**config.mk**
```make
export PLATFORM = sky130hd
export DESIGN_NAME = neuron_seq
export DESIGN_NICKNAME = d
export VERILOG_FILES = /design/src/rtl/neuron_seq.sv
export SDC_FILE = /design/constraint.sdc
export NUM_CORES = 1
export LEC_CHECK = 0
export BUFFER_PORTS_ARGS = -buffer_cell sky130_fd_sc_hd__buf_2
export CAP_MARGIN = 30
export CORE_MARGIN = 5
export CORE_UTILIZATION = 54
export DETAILED_ROUTE_END_ITERATION = 12
export PLACE_DENSITY_LB_ADDON = 0.08
export SYNTH_ARGS = -nofsm -noshare
export SYNTH_HDL_FRONTEND = slang
export SYNTH_SLANG_ARGS = --single-unit
```
**constraint.sdc**
```tcl
create_clock -name clk_i -period 5.1 [get_ports clk_i]
set_input_delay 0.51 -clock clk_i [delete_from_list [all_inputs] [get_ports clk_i]]
set_output_delay 0.51 -clock clk_i [all_outputs]
set_load 0.03 [all_outputs]
```
**src/rtl/neuron_seq.sv**
```systemverilog
// Operand-fetch sequencer for one neuron dot product: issues N tagged beats, then captures the final accumulator sum.
// Optional bias beat enabled by defining NEURON_SEQ_BIAS_EN.
module neuron_seq #(
    parameter int DATA_WIDTH = 32,
    parameter int ADDR_WIDTH = 10,
    parameter int CNT_WIDTH  = 8
) (
    input  logic                  clk_i,
    input  logic                  reset_i,
    input  logic                  start_i,
    input  logic [CNT_WIDTH-1:0]  num_in_i,
    input  logic [ADDR_WIDTH-1:0] base_addr_i,
`ifdef NEURON_SEQ_BIAS_EN
    input  logic [ADDR_WIDTH-1:0] bias_addr_i,
    output logic                  bias_sel_o,
`endif
    input  logic                  src_rdy_i,
    output logic                  rd_en_o,
    output logic [ADDR_WIDTH-1:0] rd_addr_o,
    output logic                  acc_clr_o,
    output logic                  last_o,
    input  logic                  ac_rdy_i,
    input  logic                  off_i,
    input  logic [DATA_WIDTH-1:0] ac_out_i,
    output logic                  busy_o,
    output logic                  done_o,
    output logic [DATA_WIDTH-1:0] result_o
);

    // state | meaning
    // IDLE  | waiting for start
    // ISSUE | one beat offered per cycle, idx advances on src_rdy
    // DRAIN | all beats accepted, waiting for ac_rdy && off
    // DONE  | one-cycle done pulse, result valid
    localparam logic [1:0] S_IDLE  = 2'd0;
    localparam logic [1:0] S_ISSUE = 2'd1;
    localparam logic [1:0] S_DRAIN = 2'd2;
    localparam logic [1:0] S_DONE  = 2'd3;

    logic [1:0]            state_q, state_d;
    logic [CNT_WIDTH-1:0]  idx_q, idx_d;
    logic [CNT_WIDTH-1:0]  n_q, n_d;
    logic [ADDR_WIDTH-1:0] base_q, base_d;
    logic [DATA_WIDTH-1:0] result_q, result_d;

    logic                  is_issue;
    logic                  beat_acc;
    logic                  bias_beat;
    logic                  idx_last;
    logic [CNT_WIDTH-1:0]  n_m1;

`ifdef NEURON_SEQ_BIAS_EN
    logic                  bias_q, bias_d;
    logic [ADDR_WIDTH-1:0] bias_addr_q, bias_addr_d;

    assign bias_beat  = is_issue && bias_q;
    assign bias_sel_o = bias_beat;
`else
    assign bias_beat  = 1'b0;
`endif

    assign is_issue = (state_q == S_ISSUE);
    assign beat_acc = is_issue && src_rdy_i;
    assign n_m1     = n_q - CNT_WIDTH'(1);
    assign idx_last = (idx_q == n_m1);

    assign rd_en_o  = is_issue;
    assign busy_o   = (state_q != S_IDLE);
    assign done_o   = (state_q == S_DONE);
    assign result_o = result_q;

    always_comb begin
        rd_addr_o = '0;
        acc_clr_o = 1'b0;
        last_o    = 1'b0;
        if (is_issue) begin
`ifdef NEURON_SEQ_BIAS_EN
            rd_addr_o = bias_beat ? bias_addr_q : base_q + ADDR_WIDTH'(idx_q);
            acc_clr_o = bias_beat;
            last_o    = bias_beat ? (n_q == '0) : idx_last;
`else
            rd_addr_o = base_q + ADDR_WIDTH'(idx_q);
            acc_clr_o = (idx_q == '0);
            last_o    = idx_last;
`endif
        end
    end

    always_comb begin
        state_d  = state_q;
        idx_d    = idx_q;
        n_d      = n_q;
        base_d   = base_q;
        result_d = result_q;
`ifdef NEURON_SEQ_BIAS_EN
        bias_d      = bias_q;
        bias_addr_d = bias_addr_q;
`endif
        case (state_q)
            S_IDLE: begin
                if (start_i) begin
                    n_d    = num_in_i;
                    base_d = base_addr_i;
                    idx_d  = '0;
`ifdef NEURON_SEQ_BIAS_EN
                    // the bias beat is always issued, even for an empty neuron
                    bias_d      = 1'b1;
                    bias_addr_d = bias_addr_i;
                    state_d     = S_ISSUE;
`else
                    if (num_in_i == '0) begin
                        result_d = '0;
                        state_d  = S_DONE;
                    end else begin
                        state_d  = S_ISSUE;
                    end
`endif
                end
            end
            S_ISSUE: begin
                if (beat_acc) begin
                    if (bias_beat) begin
`ifdef NEURON_SEQ_BIAS_EN
                        bias_d = 1'b0;
`endif
                        if (n_q == '0) state_d = S_DRAIN;
                    end else begin
                        idx_d = idx_q + CNT_WIDTH'(1);
                        if (idx_last) state_d = S_DRAIN;
                    end
                end
            end
            S_DRAIN: begin
                if (ac_rdy_i && off_i) begin
                    result_d = ac_out_i;
                    state_d  = S_DONE;
                end
            end
            S_DONE:  state_d = S_IDLE;
            default: state_d = S_IDLE;
        endcase
    end

    always_ff @(posedge clk_i) begin
        if (reset_i) begin
            state_q  <= S_IDLE;
            idx_q    <= '0;
            n_q      <= '0;
            base_q   <= '0;
            result_q <= '0;
`ifdef NEURON_SEQ_BIAS_EN
            bias_q      <= 1'b0;
            bias_addr_q <= '0;
`endif
        end else begin
            state_q  <= state_d;
            idx_q    <= idx_d;
            n_q      <= n_d;
            base_q   <= base_d;
            result_q <= result_d;
`ifdef NEURON_SEQ_BIAS_EN
            bias_q      <= bias_d;
            bias_addr_q <= bias_addr_d;
`endif
        end
    end

endmodule

```
==> Flow_metrics.wiki, run 1 <==
{| class="wikitable"
! Metric !! Value
|-
| Final Critical Period || 3.06 ns
|-
| Clock tree from TritonCTS || yes
|-
| Critical register-to-register path startpoint || state_q[1]$_SDFFE_PP0P_
|-
| Post-CTS Setup Repair Bufs || 0
|-
| Type of origin of the critical path || flip-flop
|-
| Share of power burned in the clock network || between 20% and 30%
|-
| Die Y || between 80 and 90 um
|-
| Area of the multi-input gates || about 0.0017 mm2
|-
| Length of the first detailed-routing pass in iterations || 4
|-
| Combinational group share of total power || a little over a third
|-
| Antenna Violating Nets Remaining || 0
|-
| Synthesized-area fraction occupied by ao, oa, aoi and oai cells || 16.3%
|-
| Max-cap violation count || 0
|-
| Largest net degree at the start of global routing || 56
|-
| Result of the run || completed
|-
| Most used DFF post-synth || sky130_fd_sc_hd__dfxtp_1
|-
| CP max FO || 6
|-
| Number of storage elements in the synthesis netlist || 60
|-
| Power per unit of standard cell area || 375 mW/mm2
|-
| Critical path required time || between 4 and 5 ns
|-
| Number of DRC markers in iteration 0 || between 100 and 150
|-
| Actual transition at the worst max-transition pin || 1.01 ns
|-
| Peak supply drop || around 0.25 mV
|-
| Reg clk slew, reported paths || roughly 0.07 ns
|-
| Later-pin clock latency in the skew report || 0.33 ns
|-
| Nets in the synthesized netlist || 460
|-
| Accumulated negative setup slack || 0 ns
|-
| Number of sinks driven by the clock tree || 60
|-
| Root buffer cell || sky130_fd_sc_hd__clkbuf_8
|-
| Detailed-placement wirelength estimate || ~5.6 mm
|-
| Relative contribution of sequential cells to total power || a little under two fifths
|-
| Detailed-route wire length on metal 1 || 3.24 mm
|-
| Portion of netlist area occupied by mux cells || about 1.3%
|-
| Setup clock skew after layout || between 0.007 and 0.008 ns
|-
| GRT Resource Usage Total || a little over a fifth
|-
| H-tree levels || 3
|-
| Final antenna diode count || 0
|-
| Launch instance of the worst min-delay path || base_addr_i[9]
|-
| Highest metal layer with signal wires || met4
|-
| Sequential cell area || around 0.0012 mm2
|-
| Endpoint type of the worst setup path || output pin
|-
| Number of port buffers || between 100 and 150
|-
| Placer Congestion || just under 0.8
|-
| Max Clk Rate || approximately 330 MHz
|-
| Number of hold violations in the final report || 0
|-
| Psw || roughly 0.52 mW
|-
| Wire length on met3 || 654 um
|-
| Total count of max-transition violations in the final report || 0
|-
| Data arrival time of the critical path || approximately 2.6 ns
|-
| Mapped Cells || 387
|-
| Final nets || about 560
|-
| Post-synthesis simple-gate area fraction || approximately a quarter
|-
| Fraction of registers with async set/reset || 0%
|-
| Ratio of final minimum period to clock period || between 50 and 60%
|-
| Post-detailed-placement cell area || around 0.0036 mm2
|-
| DRT Wirelength || about 7.7 mm
|-
| Sequential area share after synthesis || 39.6%
|-
| Final cell area excluding filler cells || 0.00380 mm2
|-
| Number of cells on the worst hold path || 3
|-
| Floorplan row count || 27
|-
| Share of cells above drive strength 1 || 26.3%
|-
| Adder-cell share of the synthesized area || under 10%
|-
| Maximum count of clock buffers along a single path || 2
|-
| Post-Synthesis Mean Instance Area || ~7.8 um2
|-
| Signed area change from the synthesized netlist to the final layout || 25.2%
|-
| Netlist area before placement || approximately 0.0030 mm2
|-
| Total of warnings raised by yosys || 0
|-
| Detail Route met2 WL || between 3 and 4 mm
|-
| Via total after detailed routing || 2,985
|-
| Antenna violations before repair || 0
|-
| Area share of xor/xnor cells in the synthesized design || 4.62%
|-
| Switching portion of total power || between 30% and 40%
|-
| R2R cell count || 8
|-
| Total CTS buffers || 9
|-
| Number of gates resized after CTS || 0
|-
| # fillers || about 510
|-
| Critical Path Source || idx_q[0]$_SDFFE_PP0P_
|-
| Classification of the worst-slack hold path || input port to flip-flop
|-
| Routed wire per std cell || between 10 and 15 um
|-
| Dominant combinational cell family by area after synthesis || simple AND/OR/NAND/NOR gates
|-
| Max transition margin || about a third
|-
| Total Die Area || 0.00722 mm2
|-
| Starting density of the core || 55.5%
|-
| Leakage power summed over all cells || 1.64 nW
|-
| R2R Setup Slk || between 2 and 3 ns
|-
| CP Class || flip-flop to output pin
|-
| Core area || roughly 0.0055 mm2
|-
| Die extent in x || 85.0 um
|-
| DRC errors left || 0
|-
| RSZ-0062 raised after global routing || false
|-
| Number of placed I/O pins || 103
|-
| Count of flip-flops with a built-in enable after synthesis || 0
|-
| Final global-route overflow total || 0
|-
| First-pass GRT wire length || approximately 13 mm
|-
| DR vias/cell || between 5 and 6
|-
| Hold-fix buffers at CTS || 0
|-
| Via count of the first global-routing pass || just under 3,000
|-
| Number of failing setup endpoints in the final timing report || 0
|-
| Number of distinct library cell variants in the gate-level netlist after synthesis || 47
|-
| Pint || between 0.9 and 1 mW
|}
[critical path: stages (launching register included)]
cell,delay [ns]
sky130_fd_sc_hd__dfxtp_1,0.43
sky130_fd_sc_hd__ha_1,0.22
sky130_fd_sc_hd__inv_1,0.06
sky130_fd_sc_hd__fa_1,0.38
sky130_fd_sc_hd__nor2b_1,0.16
sky130_fd_sc_hd__o21ai_1,0.11
sky130_fd_sc_hd__a21oi_1,0.20
sky130_fd_sc_hd__o21ai_1,0.11
sky130_fd_sc_hd__a21oi_1,0.17
sky130_fd_sc_hd__mux2i_1,0.19
sky130_fd_sc_hd__buf_2,0.21
[cell usage after synthesis, types with 3 or more instances]
library cell	count	share of area (%)
sky130_fd_sc_hd__dfxtp_1	60	40
sky130_fd_sc_hd__clkbuf_1	21	2.6
sky130_fd_sc_hd__a21oi_1	58	9.6
sky130_fd_sc_hd__xor2_1	7	2.0
sky130_fd_sc_hd__nor3_1	7	1.2
sky130_fd_sc_hd__nand3_1	37	6.1
sky130_fd_sc_hd__or4_1	5	1.2
sky130_fd_sc_hd__inv_1	15	1.9
sky130_fd_sc_hd__o21ai_1	3	0.49
sky130_fd_sc_hd__nor2_1	19	2.3
sky130_fd_sc_hd__mux2i_1	4	1.3
sky130_fd_sc_hd__nand2b_1	3	0.62
sky130_fd_sc_hd__a32oi_1	3	0.87
sky130_fd_sc_hd__nor3b_1	3	0.74
sky130_fd_sc_hd__nor2b_1	5	1.0
sky130_fd_sc_hd__xnor2_1	9	2.6
sky130_fd_sc_hd__ha_1	16	6.6
sky130_fd_sc_hd__nand2_1	77	9.5
[area by class of cell]
class	instances	area share [%]
multi-input combinational	289	44.6
timing repair buffer	106	15.3
tap	72	2.37
clock buffer	11	3.46
clock inverter	3	1.05
sequential	60	31.6
inverter	17	1.68
[metrics by stage]
step | hold WS, ns | std cells | utilization [%] | total power, mW | setup WS, ns
3_3_place_gp | 0.435 | 542 | 65.3 | 1.02 | 2.35
4_1_cts | 0.407 | 558 | 69.5 | 1.43 | 2.03
3_5_place_dp | 0.441 | 544 | 66.3 | 1.05 | 2.38
5_1_grt | 0.411 | 558 | 69.5 | 1.52 | 1.85
2_1_floorplan | 0.440 | 387 | - | 0.904 | 2.32
6_report | 0.420 | 558 | 69.5 | 1.42 | 2.04
[registers in the layout, summed over array words and instances, names as in the netlist]
register,count
result_o,32
state_q,2
n_q,8
base_q,10
idx_q,8
[cell usage in the layout, fill, tap and decap left out, types with 2 or more instances in the layout]
cell type / n
sky130_fd_sc_hd__ha_1: 16
sky130_fd_sc_hd__or4_1: 5
sky130_fd_sc_hd__o211ai_1: 2
sky130_fd_sc_hd__nor3_1: 7
sky130_fd_sc_hd__inv_1: 15
sky130_fd_sc_hd__a21oi_1: 58
sky130_fd_sc_hd__nand2b_1: 3
sky130_fd_sc_hd__a32oi_1: 3
sky130_fd_sc_hd__buf_4: 2
sky130_fd_sc_hd__and4_1: 2
sky130_fd_sc_hd__and3_1: 2
sky130_fd_sc_hd__nor3b_1: 3
sky130_fd_sc_hd__nor2_1: 18
sky130_fd_sc_hd__nand4_1: 2
sky130_fd_sc_hd__nor2b_1: 5
sky130_fd_sc_hd__mux2i_1: 4
sky130_fd_sc_hd__inv_2: 2
sky130_fd_sc_hd__clkbuf_1: 2
sky130_fd_sc_hd__xor2_1: 7
sky130_fd_sc_hd__o21ai_1: 3
sky130_fd_sc_hd__clkbuf_8: 9
sky130_fd_sc_hd__nand2_1: 77
sky130_fd_sc_hd__a21boi_1: 2
sky130_fd_sc_hd__xnor2_1: 9
sky130_fd_sc_hd__clkinv_2: 2
sky130_fd_sc_hd__dfxtp_1: 60
sky130_fd_sc_hd__buf_16: 2
sky130_fd_sc_hd__nand3_1: 37
sky130_fd_sc_hd__buf_2: 102
[layer usage]
layer | up-vias | track usage [%]
li1 | 1512 | -
met1 | 1373 | 25.7
met2 | 92 | 36.2
met3 | 8 | 8.35
met4 | 0 | 7.19
met5 | - | 0
[final timing paths]
check | to
worst max register to register | idx_q[5]$_SDFFE_PP0P_
worst min register to register | result_o[22]$_SDFFE_PP0P_
worst min-delay path | base_q[9]$_SDFFE_PP0P_
worst max-delay path | rd_addr_o[8]
[power groups by stage]
stage                     logic [mW]  clock network [mW]  registers (mW)
after floorplan                0.349                   0           0.554
after global placement         0.466                   0           0.551
after detailed placement       0.495                   0           0.553
after CTS                      0.495               0.395           0.542
after global routing           0.546               0.421           0.549
final                          0.494               0.388           0.542
[kinds of logic (layout without fill, tap and decap cells)]
kind of cell,after synthesis,in the layout
compound gates,82,82
mux,4,4
simple gates,170,170
fa+ha+maj,17,17
buf+inv,38,137
xor+xnor,16,16
flops,60,60
(Power assumes the default switching activity.)
==> inputs of run 2 (changes only) <==
- CORE_UTILIZATION: 54 -> 50
- clock period: 5.1 -> 3.1 ns (I/O delays scaled with it)
==> run 2 against run 1 <==
  * Non-clock buffer count is 6 higher
  * Flip-flop and latch count stayed put
  * Total power is 67% higher
  * Sequential power is 64% higher
  * Worst hold slack worse by 0.21 ns
  * Global-route usage is 0.76 points lower
  * Register-to-register slack worse by 1.9 ns
  * Critical endpoint is now rd_addr_o[9]
  * Largest cell class unchanged
==> Flow_metrics.wiki, run 2 (same netlist as run 1, synthesis figures left out) <==
{| class="wikitable"
! Metric !! Value
|-
| Largest net degree at the start of global routing || 28
|-
| Buf/Inv on CP || 1
|-
| Flip-flop count of the largest register after layout || 32
|-
| Number of placed I/O pins || 103
|-
| Placer Congestion || ~0.85
|-
| Die extent in x || 87.9 um
|-
| RSZ-0062 raised after global routing || false
|-
| Actual transition at the worst max-transition pin || around 0.53 ns
|-
| Most common cell after layout, fill and taps aside || sky130_fd_sc_hd__buf_2
|-
| Antenna violations before repair || 0
|-
| Cell Chain, Critical Path || ha_1, a21o_1, a21oi_1, nor2_1, o31ai_1, o21ai_1, mux2i_1, buf_2
|-
| Signed area change from the synthesized netlist to the final layout || 26.0%
|-
| Starting density of the core || roughly half
|-
| Max Clk Rate || 347 MHz
|-
| Clock tree from TritonCTS || yes
|-
| Critical path required time || about 2.8 ns
|-
| Floorplan row count || 28
|-
| Die Y || between 80 and 90 um
|-
| Slowest stage cell, crit path || sky130_fd_sc_hd__o31ai_1
|-
| Ratio of final minimum period to clock period || between 90 and 100%
|-
| Power per unit of standard cell area || 621 mW/mm2
|-
| Reg clk slew, reported paths || 0.06 ns
|-
| H-tree levels || 3
|-
| Number of port buffers || 102
|-
| DRT Wirelength || about 7.8 mm
|-
| Share of power burned in the clock network || between 20 and 30%
|-
| Combinational group share of total power || 34.4%
|-
| Endpoint type of the worst setup path || output pin
|-
| R2R Setup Slk || approximately 0.75 ns
|-
| First-pass GRT wire length || 12.9 mm
|-
| Length of the first detailed-routing pass in iterations || 4
|-
| Kind of cell with the highest combined delay on the critical path || compound AO/OA/AOI/OAI gates
|-
| Total CTS buffers || 9
|-
| Setup clock skew after layout || roughly 0.0043 ns
|-
| Peak supply drop || approximately 0.36 mV
|-
| # fillers || 537
|-
| Design Power || between 2 and 2.5 mW
|-
| Largest stage delay on the critical path || ~0.46 ns
|-
| DR vias/cell || 5.32
|-
| Max transition margin || ~64%
|-
| Antenna Violating Nets Remaining || 0
|-
| Total Die Area || 0.00773 mm2
|-
| Routed wire per std cell || 13.7 um
|-
| Data arrival time of the critical path || around 2.6 ns
|-
| Pint || about 1.5 mW
|-
| Share of cells above drive strength 1 || 27.7%
|-
| Leakage power summed over all cells || 1.66 nW
|-
| DRC errors left || 0
|-
| Type of origin of the critical path || flip-flop
|-
| Final global-route overflow total || 0
|-
| Maximum count of clock buffers along a single path || 2
|-
| Number of failing setup endpoints in the final timing report || 0
|-
| Via total after detailed routing || approximately 3,000
|-
| Max-cap violation count || 0
|-
| CP Class || flip-flop to output pin
|-
| Detailed-placement wirelength estimate || roughly 5.7 mm
|-
| Top library cells by usage in the layout, fill and taps aside || 102 x sky130_fd_sc_hd__buf_2, 77 x sky130_fd_sc_hd__nand2_1, 59 x sky130_fd_sc_hd__dfxtp_1
|-
| CP max FO || 6
|-
| Number of DRC markers in iteration 0 || slightly below 100
|-
| Total count of max-transition violations in the final report || 0
|-
| Root buffer cell || sky130_fd_sc_hd__clkbuf_8
|-
| Number of sinks driven by the clock tree || 60
|-
| Final Critical Period || 2.88 ns
|-
| Number of hold violations in the final report || 0
|-
| Via count of the first global-routing pass || 2,877
|-
| GRT Resource Usage Total || between 20% and 30%
|-
| Final nets || 562
|-
| Result of the run || completed
|-
| Psw || roughly 0.86 mW
|-
| Classification of the worst-slack hold path || input port to flip-flop
|-
| Accumulated negative setup slack || 0 ns
|-
| Switching portion of total power || a little over a third
|-
| Final antenna diode count || 0
|-
| Core area || 0.00592 mm2
|-
| Later-pin clock latency in the skew report || 0.33 ns
|-
| Relative contribution of sequential cells to total power || between 30% and 40%
|}
## run 2: area by class of cell
| cell class | instances | area [um2] | area share, % |
|---|---|---|---|
| repair buffers | 112 | 593 | 15.5 |
| well taps | 75 | 93.8 | 2.45 |
| multi-input cells | 289 | 1690 | 44.3 |
| inverters | 17 | 63.8 | 1.67 |
| clock buffers | 10 | 138 | 3.60 |
| flip-flops and latches | 60 | 1200 | 31.4 |
| clock inverters | 3 | 40.0 | 1.05 |
## run 2: power by group through the flow
stage | Combinational [mW] | Sequential (mW) | Clock [mW]
2_1_floorplan | 0.575 | 0.912 | 0
3_3_place_gp | 0.801 | 0.906 | 0
3_5_place_dp | 0.819 | 0.908 | 0
4_1_cts | 0.824 | 0.891 | 0.684
5_1_grt | 0.907 | 0.900 | 0.716
6_report | 0.818 | 0.891 | 0.668
## run 2: through the flow
| step | instances | hold WS (ns) | utilization [%] | area, um2 | setup WS [ns] |
|---|---|---|---|---|---|
| finish | 566 | 0.211 | 64.6 | 3820 | 0.220 |
| global route | 566 | 0.211 | 64.6 | 3820 | 0.0638 |
| CTS | 566 | 0.198 | 64.6 | 3820 | 0.208 |
| detailed placement | 553 | 0.443 | 61.6 | 3650 | 0.619 |
| global placement | 552 | 0.435 | 61.3 | 3630 | 0.649 |
| floorplan | 387 | 0.440 | - | 3040 | 0.516 |
## run 2: final timing paths
check | start | end | depth (start not counted)
max | idx_q[1]$_SDFFE_PP0P_ | rd_addr_o[9] | 8
min | base_addr_i[3] | base_q[3]$_SDFFE_PP0P_ | 3
max reg2reg | n_q[0]$_SDFFE_PP0P_ | state_q[1]$_SDFFE_PP0P_ | 6
min reg2reg | result_o[27]$_SDFFE_PP0P_ | result_o[27]$_SDFFE_PP0P_ | 2
## run 2: worst register-to-register path, delay by kind of cell (launching register included)
kind | cells | cell delay [ns]
flip-flops | 1 | 0.36
AND/OR/NAND/NOR | 4 | 1.52
AO/OA/AOI/OAI | 2 | 0.36
## run 2: layer usage
layer | up-vias | part of all wire (%) | GRT usage, %
met2 | 82 | 47 | 34.2
met4 | 0 | 1.8 | 9.21
li1 | 1529 | - | -
met3 | 11 | 6.7 | 5.93
met5 | - | 0 | 0
met1 | 1388 | 44 | 25.9
## run 2: repair_timing
item / 4_1_cts / 5_1_grt
hold buffers: 0 / 0
buffers inserted: 0 / 0
endpoints found under the setup margin: 0 / 1
gates resized for setup: 0 / 1
==> inputs of run 3 (changes only) <==
- CORE_UTILIZATION: 50 -> 40
==> run 3 against run 2 <==
  * Total power is 1.2% higher
  * Critical endpoint is now rd_addr_o[6]
  * Non-clock buffer count fell by 1
  * Highest routed layer unchanged
  * Cell area rose by 1.1%
  * Global-route usage shrank 3.3 points
  * Register-to-register slack about the same
  * Critical path type unchanged
  * Via count decreased by 1.2%
==> Flow_metrics.wiki, run 3 (same netlist as run 1, synthesis figures left out) <==
{| class="wikitable"
! Metric !! Value
|-
| Root buffer cell || sky130_fd_sc_hd__clkbuf_8
|-
| Pint || about 1.5 mW
|-
| Post-detailed-placement cell area || 0.00367 mm2
|-
| Share of cells above drive strength 1 || around 28%
|-
| Post-placement setup slack || just under 0.5 ns
|-
| Final nets || 561
|-
| H-tree levels || 3
|-
| Accumulated negative setup slack || 0 ns
|-
| Number of DRC markers in iteration 0 || 81
|-
| Result of the run || completed
|-
| Antenna violations before repair || 0
|-
| Floorplan row count || 31
|-
| Reg clk slew, reported paths || 0.07 ns
|-
| Signed area change from the synthesized netlist to the final layout || 27.4%
|-
| Power per unit of standard cell area || 622 mW/mm2
|-
| Maximum count of clock buffers along a single path || 2
|-
| Via total after detailed routing || between 2,000 and 3,000
|-
| Combinational group share of total power || 34.3%
|-
| Routed wire per std cell || around 14 um
|-
| Total count of max-transition violations in the final report || 0
|-
| Data arrival time of the critical path || roughly 2.5 ns
|-
| Starting density of the core || 41.4%
|-
| Leakage power summed over all cells || approximately 1.7 nW
|-
| Number of cells on the worst hold path || 3
|-
| Placer Congestion || 0.810
|-
| Die Y || a little under 100 um
|-
| Top library cells by usage in the layout, fill and taps aside || 101 x sky130_fd_sc_hd__buf_2, 77 x sky130_fd_sc_hd__nand2_1, 59 x sky130_fd_sc_hd__dfxtp_1
|-
| DRC errors left || 0
|-
| R2R cell count || 6
|-
| CP Class || flip-flop to output pin
|-
| Total CTS buffers || 9
|-
| Antenna Violating Nets Remaining || 0
|-
| Number of hold violations in the final report || 0
|-
| Total Die Area || roughly 0.0094 mm2
|-
| DRT Wirelength || about 8 mm
|-
| Final cell area excluding filler cells || about 0.0039 mm2
|-
| Number of port buffers || between 100 and 150
|-
| Final setup margin || approximately 0.29 ns
|-
| Final global-route overflow total || 0
|-
| Die extent in x || between 90 and 100 um
|-
| Psw || between 0.9 and 1 mW
|-
| Max-cap violation count || 0
|-
| Actual transition at the worst max-transition pin || between 0.5 and 0.6 ns
|-
| Final antenna diode count || 0
|-
| CP max FO || 6
|-
| Via count of the first global-routing pass || 3,022
|-
| Max transition margin || 60.9%
|-
| Share of power burned in the clock network || between 20 and 30%
|-
| Number of sinks driven by the clock tree || 60
|-
| GRT Resource Usage Total || roughly 18%
|-
| Hold Slack || 0.210 ns
|-
| Number of placed I/O pins || 103
|-
| Length of the first detailed-routing pass in iterations || 4
|-
| Classification of the worst-slack hold path || input port to flip-flop
|-
| Detailed-placement wirelength estimate || slightly above 6 mm
|-
| Switching portion of total power || 37.6%
|-
| Most common cell after layout, fill and taps aside || sky130_fd_sc_hd__buf_2
|-
| Critical path required time || roughly 2.8 ns
|-
| First-pass GRT wire length || between 10 and 15 mm
|-
| Max Clk Rate || around 360 MHz
|-
| # fillers || 726
|-
| Setup clock skew after layout || 0.00824 ns
|-
| Number of failing setup endpoints in the final timing report || 0
|-
| Ratio of final minimum period to clock period || between 90% and 100%
|-
| Relative contribution of sequential cells to total power || 37.2%
|-
| Core area || ~0.0073 mm2
|-
| Endpoint type of the worst setup path || output pin
|-
| Peak supply drop || ~0.26 mV
|-
| Final Critical Period || 2.81 ns
|-
| DR vias/cell || about 5
|-
| Later-pin clock latency in the skew report || roughly 0.34 ns
|-
| Post-CTS Setup Repair Bufs || 0
|-
| Clock tree from TritonCTS || yes
|-
| RSZ-0062 raised after global routing || false
|-
| Flip-flop count of the largest register after layout || 32
|-
| Largest net degree at the start of global routing || 33
|-
| Type of origin of the critical path || flip-flop
|}
## run 3: cell count changes in the layout (fill, tap and decap cells not counted), sizes merged
cell      change
buf           -1
clkbuf        -1
clkinv        +1
clkinvlp      +3
## run 3: layout make-up
type	count	area, um2	share of cell area, %
timing repair buffer	111	588	15.2
tap	99	124	3.20
clock buffer	9	124	3.20
clock inverter	7	67.6	1.75
multi-input combinational	289	1700	43.9
inverter	17	63.8	1.65
sequential	60	1200	31.1
## run 3: metal layers
metal	wire, um	track usage [%]
met5	0	0
met4	78	5.08
met3	659	7.82
met2	3730	28.0
met1	3720	21.8
## run 3: final timing paths
kind,startpoint,endpoint,slack [ns]
setup / recovery,idx_q[1]$_SDFFE_PP0P_,rd_addr_o[6],0.29
hold / removal,base_addr_i[4],base_q[4]$_SDFFE_PP0P_,0.21
setup reg to reg,n_q[0]$_SDFFE_PP0P_,state_q[1]$_SDFFE_PP0P_,0.74
hold reg to reg,result_o[24]$_SDFFE_PP0P_,result_o[24]$_SDFFE_PP0P_,0.45
## run 3: per-stage QoR
| step | utilization [%] | std cells | total power, mW |
|---|---|---|---|
| 2_1_floorplan | - | 387 | 1.49 |
| 3_3_place_gp | 49.8 | 575 | 1.72 |
| 3_5_place_dp | 50.0 | 576 | 1.74 |
| 4_1_cts | 52.7 | 592 | 2.44 |
| 5_1_grt | 52.8 | 592 | 2.57 |
| 6_report | 52.8 | 592 | 2.41 |
## run 3: critical path, cell delays in order, from the launching register on
cell and delay [ns]:
sky130_fd_sc_hd__dfxtp_1 0.45, sky130_fd_sc_hd__inv_1 0.12, sky130_fd_sc_hd__fa_1 0.45, sky130_fd_sc_hd__nor2b_1 0.16, sky130_fd_sc_hd__o21ai_1 0.10, sky130_fd_sc_hd__a21oi_1 0.20, sky130_fd_sc_hd__o21ai_1 0.14, sky130_fd_sc_hd__nor3b_1 0.16
sky130_fd_sc_hd__nor3_1 0.16, sky130_fd_sc_hd__buf_2 0.23
## run 3: repair_timing
item	4_1_cts	5_1_grt
hold buffers	0	0
setup endpoints to repair	0	2
gates resized for setup	0	3
## run 3: power by group through the flow
stage	clock (mW)	combinational [mW]	sequential, mW
floorplan	0	0.575	0.912
CTS	0.713	0.837	0.894
global placement	0	0.813	0.909
global route	0.743	0.924	0.905
detailed placement	0	0.832	0.911
finish	0.686	0.826	0.895
